===== src/rtl/quad_gate_pkg.sv =====
// Shared constants for the quad 2-input gate tester: gate types, FSM encoding
// and the chip pin map.
package quad_gate_pkg;

  localparam int NUM_GATES = 4;

  localparam logic [1:0] GATE_OR   = 2'd0;
  localparam logic [1:0] GATE_AND  = 2'd1;
  localparam logic [1:0] GATE_XOR  = 2'd2;
  localparam logic [1:0] GATE_NAND = 2'd3;

  localparam logic [1:0] ST_IDLE   = 2'd0;
  localparam logic [1:0] ST_SETTLE = 2'd1;
  localparam logic [1:0] ST_SAMPLE = 2'd2;
  localparam logic [1:0] ST_DONE   = 2'd3;

  typedef enum logic [1:0] {
    IDLE   = ST_IDLE,
    SETTLE = ST_SETTLE,
    SAMPLE = ST_SAMPLE,
    DONE   = ST_DONE
  } state_t;

  // chip_in bit carrying each gate's A and B input, and the package pins behind them
  localparam int GATE_A_BIT [NUM_GATES] = '{0, 2, 4, 6};
  localparam int GATE_B_BIT [NUM_GATES] = '{1, 3, 5, 7};
  localparam int GATE_A_PIN [NUM_GATES] = '{1, 4, 9, 12};
  localparam int GATE_B_PIN [NUM_GATES] = '{2, 5, 10, 13};
  localparam int GATE_Y_PIN [NUM_GATES] = '{3, 6, 8, 11};

endpackage


===== src/rtl/quad_gate_tester_if.sv =====
// Board-side control/status bundle of the gate tester.
interface quad_gate_tester_if;
  logic       start;
  logic [1:0] gate_sel;
  logic       busy;
  logic       done;
  logic       pass;
  logic [3:0] fail_mask;
  logic [1:0] vec;

  modport master (output start, gate_sel, input busy, done, pass, fail_mask, vec);
  modport slave  (input start, gate_sel, output busy, done, pass, fail_mask, vec);
endinterface


===== src/rtl/quad_gate_expect.sv =====
// Reference output of one 2-input gate of the selected type.
import quad_gate_pkg::*;

module quad_gate_expect (
  input  logic [1:0] gate_sel,
  input  logic       a,
  input  logic       b,
  output logic       y
);
  always_comb begin
    y = 1'b0;
    case (gate_sel)
      GATE_OR:   y = a | b;
      GATE_AND:  y = a & b;
      GATE_XOR:  y = a ^ b;
      GATE_NAND: y = ~(a & b);
      default:   y = 1'b0;
    endcase
  end
endmodule


===== src/rtl/quad_gate_tester.sv =====
// Walks a quad 2-input gate chip through its four input vectors, holding each
// for SETTLE_CYCLES before sampling, and accumulates a sticky per-gate fail mask.
import quad_gate_pkg::*;

module quad_gate_tester #(
  parameter int unsigned SETTLE_CYCLES = 2
) (
  input  logic                 clock,
  input  logic                 resetn,
  quad_gate_tester_if.slave    ctl,
  output logic [7:0]           chip_in,
  input  logic [NUM_GATES-1:0] chip_out
);
  localparam logic [7:0] CNT_LOAD = 8'(SETTLE_CYCLES - 1);

  state_t               state, state_n;
  logic [7:0]           cnt, cnt_n;
  logic [1:0]           v, v_n;
  logic [1:0]           gsel, gsel_n;
  logic [NUM_GATES-1:0] mask, mask_n;
  logic                 y;

  quad_gate_expect u_expect (.gate_sel(gsel), .a(v[1]), .b(v[0]), .y(y));

  always_ff @(posedge clock) begin
    if (!resetn) begin
      state <= IDLE;
      cnt   <= '0;
      v     <= '0;
      gsel  <= '0;
      mask  <= '0;
    end else begin
      state <= state_n;
      cnt   <= cnt_n;
      v     <= v_n;
      gsel  <= gsel_n;
      mask  <= mask_n;
    end
  end

  always_comb begin
    state_n = state;
    cnt_n   = cnt;
    v_n     = v;
    gsel_n  = gsel;
    mask_n  = mask;
    case (state)
      IDLE, DONE: begin
        if (ctl.start) begin
          gsel_n  = ctl.gate_sel;
          v_n     = 2'd0;
          mask_n  = '0;
          cnt_n   = CNT_LOAD;
          state_n = SETTLE;
        end
      end
      SETTLE: begin
        if (cnt == 8'd0) state_n = SAMPLE;
        else             cnt_n   = cnt - 8'd1;
      end
      SAMPLE: begin
        // the last vector's sample is folded in before DONE reports pass
        mask_n = mask | (chip_out ^ {NUM_GATES{y}});
        if (v == 2'd3) begin
          state_n = DONE;
        end else begin
          v_n     = v + 2'd1;
          cnt_n   = CNT_LOAD;
          state_n = SETTLE;
        end
      end
      default: state_n = IDLE;
    endcase
  end

  // v is 0 in IDLE, so the pattern alone gives chip_in=0 after reset
  for (genvar g = 0; g < NUM_GATES; g++) begin : g_pins
    assign chip_in[GATE_A_BIT[g]] = v[1];
    assign chip_in[GATE_B_BIT[g]] = v[0];
  end

  assign ctl.busy      = (state == SETTLE) || (state == SAMPLE);
  assign ctl.done      = (state == DONE);
  assign ctl.pass      = (state == DONE) && (mask == '0);
  assign ctl.fail_mask = mask;
  assign ctl.vec       = v;
endmodule

===== src/flat_wrapper.sv =====
// flat-port wrapper written by rule: the top's interface ports become plain ports
module quad_gate_tester_flat 
#(
  parameter int unsigned SETTLE_CYCLES = 2
)
  (clock, resetn, chip_in, chip_out, ctl_start, ctl_gate_sel, ctl_busy, ctl_done, ctl_pass, ctl_fail_mask, ctl_vec);
  quad_gate_tester_if ctl_i ();
  input  logic clock;
  input  logic resetn;
  output logic [7:0] chip_in;
  input  logic [NUM_GATES-1:0] chip_out;
  input wire logic [$bits(ctl_i.start)-1:0] ctl_start;
  input wire logic [$bits(ctl_i.gate_sel)-1:0] ctl_gate_sel;
  output wire logic [$bits(ctl_i.busy)-1:0] ctl_busy;
  output wire logic [$bits(ctl_i.done)-1:0] ctl_done;
  output wire logic [$bits(ctl_i.pass)-1:0] ctl_pass;
  output wire logic [$bits(ctl_i.fail_mask)-1:0] ctl_fail_mask;
  output wire logic [$bits(ctl_i.vec)-1:0] ctl_vec;
  assign ctl_i.start = ctl_start;
  assign ctl_i.gate_sel = ctl_gate_sel;
  assign ctl_busy = ctl_i.busy;
  assign ctl_done = ctl_i.done;
  assign ctl_pass = ctl_i.pass;
  assign ctl_fail_mask = ctl_i.fail_mask;
  assign ctl_vec = ctl_i.vec;
  quad_gate_tester #(.SETTLE_CYCLES(SETTLE_CYCLES)) u_core (.clock(clock), .resetn(resetn), .ctl(ctl_i), .chip_in(chip_in), .chip_out(chip_out));
endmodule

===== config.mk =====
export PLATFORM = sky130hd
export DESIGN_NAME = quad_gate_tester_flat
export DESIGN_NICKNAME = d
export VERILOG_FILES = /design/src/rtl/quad_gate_pkg.sv /design/src/rtl/quad_gate_tester_if.sv /design/src/rtl/quad_gate_expect.sv /design/src/rtl/quad_gate_tester.sv /design/src/flat_wrapper.sv
export SDC_FILE = /design/constraint.sdc
export NUM_CORES = 1
export LEC_CHECK = 0
export BUFFER_PORTS_ARGS = -buffer_cell sky130_fd_sc_hd__buf_2
export CORE_UTILIZATION = 53
export CTS_CLUSTER_DIAMETER = 50
export DETAILED_ROUTE_END_ITERATION = 8
export PLACE_DENSITY = 0.77
export SYNTH_ARGS = -nofsm -noshare
export SYNTH_HDL_FRONTEND = slang
export SYNTH_SLANG_ARGS = --single-unit

===== constraint.sdc =====
create_clock -name clock -period 2.63 [get_ports clock]
set_input_delay 0.263 -clock clock [delete_from_list [all_inputs] [get_ports clock]]
set_output_delay 0.263 -clock clock [all_outputs]
set_load 0.1 [all_outputs]

# Word-level counts from Yosys, hierarchy flattened
# Cells that the tools add are included.
dict set report word_totals {
  register_bits 18
  in_bits 9
  out_inout_bits 17
  word_cells 51
}
dict set report classes {
  add_sub_neg 2
  eq_ne 11
  n_mux 14
  bitwise_logic 6
  n_reduce_logical 13
}
# cell n
set ops {}
lappend ops {{$mux W8} 3}
lappend ops {{$pmux W8 S3} 1}
lappend ops {{$eq A2 B2 Y1 const B} 5}
lappend ops {{$mux W2} 5}
lappend ops {{$logic_not A8 Y1} 1}
lappend ops {{$pmux W4 S2} 1}
lappend ops {{$sub A8 B1 Y8 const B} 1}
lappend ops {{$ne A2 B2 Y1 const B} 3}
lappend ops {{$pmux W2 S3} 1}
lappend ops {{$reduce_and A2 Y1} 3}
lappend ops {{$reduce_and A3 Y1} 2}
lappend ops {{$eq A2 B1 Y1 const B} 2}
lappend ops {{$logic_not A2 Y1} 2}
lappend ops {{$logic_not A4 Y1} 1}
lappend ops {{$mux W4} 1}
lappend ops {{$or A4 B4 Y4} 1}
lappend ops {{$pmux W1 S4} 1}
lappend ops {{$pmux W2 S2} 1}
lappend ops {{$xor A4 B4 Y4} 1}
lappend ops {{$add A2 B1 Y2 const B} 1}
lappend ops {{$ne A2 B1 Y1 const B} 1}
lappend ops {{$reduce_bool A2 Y1} 1}
lappend ops {{$reduce_or A2 Y1} 1}
lappend ops {{$and A1 B1 Y1} 1}
lappend ops {{other kinds (5)} 5}

# Logic depth before layout (Yosys ltp)
dict set report depth {
  depth_word 6
  mapped_depth 7
  ltp_nobuf 6
}

# Modules after synthesis
# A second synthesis with hierarchy kept.
dict set report unflattened {
  cells_unflattened 134
  area_unflattened_um2 1133.6
}
# module n_inst cells_per_inst area_each_um2 seq_area_each_um2
set modules_own_cells {}
lappend modules_own_cells {quad_gate_tester 1 125 1067.3 360.3}
lappend modules_own_cells {quad_gate_expect 1 9 66.3 0.0}

# Least setup slack after synthesis
# Ideal clock, no wire load.
dict set report synth_timing {
  kind {reg2out}
  from {reg u_core.state[0]}
  to {out ctl_pass}
  arrival_time_ns 2.038
  t_required_ns 2.367
  slack_ns 0.329
  path_stages_with_launch 3
  path_buffers 0
  cell_sequence {dfxtp_1 ha_1 and2_1}
}
dict set report synth_between {
  elab_chain_cells 2
}
# element line_no
set synth_lines {}
lappend synth_lines {{start: declaration} quad_gate_tester.sv:16} ;# state_t state, state_n;
lappend synth_lines {{start signal: assignment} quad_gate_tester.sv:33} ;# state <= state_n;
lappend synth_lines {{$eq A2 B2 Y1} --}
lappend synth_lines {{via ctl_done} flat_wrapper.sv:15} ;# output wire logic [$bits(ctl_i.done)-1:0] ctl_done;
lappend synth_lines {{$logic_and A1 B1 Y1} quad_gate_tester.sv:84} ;# assign ctl.pass = (state == DONE) && (mask == '0);
lappend synth_lines {{end: declaration} flat_wrapper.sv:16} ;# output wire logic [$bits(ctl_i.pass)-1:0] ctl_pass;
# The timed path passes the listed nets, and every way through them passes these cells.

# Worst setup path in the final report
dict set report layout_timing {
  from {reg u_core.state[0]}
  to {reg u_core.cnt[6]}
}
dict set report layout_between {
  elab_chain_cells 4
  elab_cells_between_ends 10
  classes_between {eq/ne (6); mux (1); reduce/logical (3)}
}
# element line_no
set layout_lines {}
lappend layout_lines {{$eq A2 B2 Y1 or $logic_not A2 Y1 (tied branches)} quad_gate_tester.sv:47} ;# case (state)
lappend layout_lines {{$reduce_or A2 Y1} quad_gate_tester.sv:47}
lappend layout_lines {{$ne A2 B2 Y1 (no line)} --}
lappend layout_lines {{$reduce_and A3 Y1 (no line)} --}
lappend layout_lines {{end signal: assignment} quad_gate_tester.sv:34} ;# cnt <= cnt_n;
lappend layout_lines {{end: declaration} quad_gate_tester.sv:17} ;# logic [7:0] cnt, cnt_n;
# Several ways; a longest one is shown, not always the timed one.
# A chain may end at the register's enable or synchronous reset.

==> impl_summary.md <==
Timing
Setup repair after global routing left no endpoint under its margin. The smallest clock period supported by the final layout is computed as 2.01 ns. The highest clock rate is 0.496 GHz. For the pin with the worst max-slew slack, the measured transition is 0.550 ns. Measured against its own limit, the worst slew margin works out to 63.0%. The final number of setup-violating endpoints is 0. The count of endpoints failing hold in the final timing report is 0. Across the routed clock network, the largest skew measured is 0.00427 ns. Across all hold checks on the routed design, the worst slack comes to 0.224 ns. The number of pins with negative max-slew slack in the final report was 0. The total negative slack is 0 ns. Dividing the final minimum period by the clock period gives 76.6%.

Clocking
For this design, the sink count on the clock tree is 18. The post-CTS setup buffer count is 0. The maximum clock path buffer count is 2. The CTS clock-pin slew for the worst setup and hold paths is 0.11 ns. CTS built an H-tree with a depth of 1. The clock insertion delay at the later pin of the skew report is 0.29 ns.

The number of buffers inserted for hold repair after clock tree synthesis is 0. In this run the clock root is driven by a sky130_fd_sc_hd__clkbuf_4. The CTS tree is built. The number of buffers inserted during clock tree synthesis is 3. Gates resized during post-CTS repair numbered 0.

Setup path
The slowest stage of the critical path is the sky130_fd_sc_hd__or4_1 cell. The capturing element type of the critical path is a flip-flop. Broken down by cell family, the worst path's largest delay share belongs to simple AND/OR/NAND/NOR gates.

Of all nets on the critical path, the largest fanout is 11. The kind of start point of the critical path is a flip-flop. The highest cell delay on the worst timing path is 0.52 ns.

Walking the worst path, the cells encountered are inv_1 -> ha_1 -> nor2b_4 -> or2_1 -> or4_1 -> a21boi_1. The worst endpoint data arrival time is 2.25 ns. The kind of critical path is reg2reg. Setup slack on the worst reg-to-reg path comes out at 0.62 ns. For the worst setup path, the data required time is 2.86 ns.

The count of buffering cells on the critical path with inverters included is 1.

Placement
Port buffering added 25 buffers. The detailed-placement wirelength estimate is 1740 um. The congestion estimate from routability-driven global placement came to 0.819.

Once placement completed, the tool counted placed cells totaling 181.

Global route
The total overflow reported by the global router is 0. The largest net degree at the start of global routing is 15. The first global-routing pass estimated 3970 um of wire. The global-route usage over all layers is 21.1%. The initial antenna violation count is 0. The via count of the first global-routing pass is 982.

Routing
The detail route stage leaves a number of antenna-violating nets equal to 0. The pre-antenna-repair detailed-routing pass consisted of 3 iterations. The detailed router finished its first iteration with 10 violations. Summed over all layers, the routed wires come to 2210 um.

After detailed routing, the average wire length per cell comes to 12.0 um. The count of vias placed by the detailed router is 1003. The per-cell via count in the routed design is 5.42. For this run, design rule violations remaining after detail routing come to 0.

Synth
The biggest area contributor in the post-synthesis netlist is sky130_fd_sc_hd__dfxtp_1. After synthesis, the largest area contributor takes up 31.0% of total cell area. In this run, synthesis produced a sequential element count of 18. The Yosys step of the flow raised 0 warnings. The number of nets in the synthesized netlist is 158. By area the synthesized netlist is led by sky130_fd_sc_hd__dfxtp_1, sky130_fd_sc_hd__ha_1, sky130_fd_sc_hd__nand2_1. The cell area after synthesis is 0.00116 mm^2.

The number of instances in the synthesized netlist is 141. The average footprint of a synthesized cell is 8.25 um^2. The sequential cell area fraction in the yosys report is 31.0%. The number of different library cells used by synthesis comes to 40.

Status
The run finished with clean final reports.

Floorplanning
The die covers 0.00239 mm^2. Once the floorplan was initialized, standard cells occupied 57.5% of the core. From left edge to right edge, the die measures 48.9 um.

In this run the standard cell core region covers 0.00202 mm^2. The count of boundary I/O pins is 26. The die is 48.9 um tall. The initialized floorplan defines 16 standard-cell rows.

Run
The number of max-cap violations is 0.

Worst hold path
The worst min-delay path category is in2reg.

Pwr
The worst-case IR drop observed on VDD is 0.789 mV. In this run the power density over the cells is 1120 mW/mm^2. Summed over all cells, the static leakage comes to 0.575 nW. Overall power consumption after layout is estimated at 1.42 mW.

Layout
The area growth from synthesis to layout is 9.03%. Once layout is complete, the cells apart from fillers number 185. The number of antenna diodes in the final layout is 0. The final net count is 176. The post-route core utilization is 62.7%. Cells with a size suffix above 1 make up 20.3% of the layout.
-- sequential cells by signal, indices dropped and copies added, names as in the netlist --
register / count
u_core.cnt: 8
u_core.ctl.fail_mask: 4
u_core.ctl.vec: 2
u_core.gsel: 2
u_core.state: 2
-- layout make-up --
cell class	count	area, um^2
clock buffers	4	36.3
fillers	185	753
inverters	9	33.8
multi-input cells	102	679
flip-flops and latches	18	360
well taps	27	33.8
repair buffers	25	125
-- layout by cell type (no fill, tap or decap), types with 2 or more instances in the layout --
cell / synthesis / layout
sky130_fd_sc_hd__buf_2: 0 / 25
sky130_fd_sc_hd__nand2_1: 23 / 23
sky130_fd_sc_hd__dfxtp_1: 18 / 18
sky130_fd_sc_hd__inv_1: 9 / 9
sky130_fd_sc_hd__ha_1: 8 / 8
sky130_fd_sc_hd__nor2_1: 7 / 7
sky130_fd_sc_hd__nand4b_1: 5 / 5
sky130_fd_sc_hd__o211ai_1: 5 / 5
sky130_fd_sc_hd__nor4_1: 4 / 4
sky130_fd_sc_hd__o21ai_0: 4 / 4
sky130_fd_sc_hd__nand2b_1: 4 / 4
sky130_fd_sc_hd__nand3_1: 4 / 4
sky130_fd_sc_hd__a21boi_0: 4 / 4
sky130_fd_sc_hd__and2_1: 3 / 3
sky130_fd_sc_hd__o22ai_1: 3 / 3
sky130_fd_sc_hd__mux2i_1: 3 / 3
sky130_fd_sc_hd__clkbuf_4: 0 / 3
sky130_fd_sc_hd__or3_1: 2 / 2
sky130_fd_sc_hd__nor3_1: 2 / 2
sky130_fd_sc_hd__a21boi_1: 2 / 2
-- worst register-to-register path, stage by stage, from the launching register on --
cell and delay [ns]:
sky130_fd_sc_hd__dfxtp_1 0.40, sky130_fd_sc_hd__inv_1 0.07, sky130_fd_sc_hd__ha_1 0.36, sky130_fd_sc_hd__nor2b_4 0.19, sky130_fd_sc_hd__or2_1 0.29, sky130_fd_sc_hd__or4_1 0.52
sky130_fd_sc_hd__a21boi_1 0.14
-- layer usage --
metal,part of all wire (%),GRT usage (%),vias to the layer above
met1,47,23.6,457
met4,0.59,7.35,0
li1,-,-,530
met3,2.6,3.74,2
met5,0,0,-
met2,50,39.6,14
-- worst paths after layout --
kind / start / endpoint / depth (start not counted)
max: u_core.state[0] / u_core.cnt[6] / 6
min: ctl_gate_sel[0] / u_core.gsel[0] / 3
max reg2reg: u_core.state[0] / u_core.cnt[6] / 6
min reg2reg: u_core.cnt[7] / u_core.cnt[7] / 2
-- kinds of logic after synthesis --
logic type | Yosys count | share of synthesized area (%)
mux | 3 | 2.58
flops | 18 | 31.0
fa+ha+maj | 8 | 8.60
xor+xnor | 1 | 0.753
buf+inv | 21 | 10.6
simple gates | 63 | 29.6
compound gates | 27 | 16.9
-- report_power, final --
group / internal [mW] / switching, mW / leakage (nW)
Clock: 0.0843 / 0.0858 / 0.0210
Combinational: 0.285 / 0.531 / 0.407
Sequential: 0.353 / 0.0802 / 0.147
-- per-stage QoR --
| step | setup WS (ns) | area, um^2 |
|---|---|---|
| 2_1_floorplan | 0.329 | 1160 |
| 3_3_place_gp | 0.692 | 1230 |
| 3_5_place_dp | 0.639 | 1230 |
| 4_1_cts | 0.609 | 1270 |
| 5_1_grt | 0.506 | 1270 |
| 6_report | 0.615 | 1270 |
-- Yosys cell counts (all sizes together) --
| cell type | number |
|---|---|
| nand2 | 23 |
| dfxtp | 18 |
| buf | 11 |
| inv | 9 |
| ha | 8 |
| nor2 | 7 |
| a21boi | 6 |
| nand4b | 5 |
| o211ai | 5 |
| and2 | 4 |
| nand2b | 4 |
| nand3 | 4 |
| nor4 | 4 |
| o21ai | 4 |
| mux2i | 3 |
| o22ai | 3 |
| nor2b | 2 |
| nor3 | 2 |
| or3 | 2 |
| a211o | 1 |
| a22oi | 1 |
| a31oi | 1 |
| a32o | 1 |
| and4 | 1 |
| clkbuf | 1 |
| nand4 | 1 |
| nor3b | 1 |
| o21a | 1 |
| o311a | 1 |
| o311ai | 1 |
| o31a | 1 |
| o31ai | 1 |
| or2 | 1 |
| or3b | 1 |
| or4 | 1 |
| xnor2 | 1 |
No activity file was read; power rests on OpenSTA's default activity.
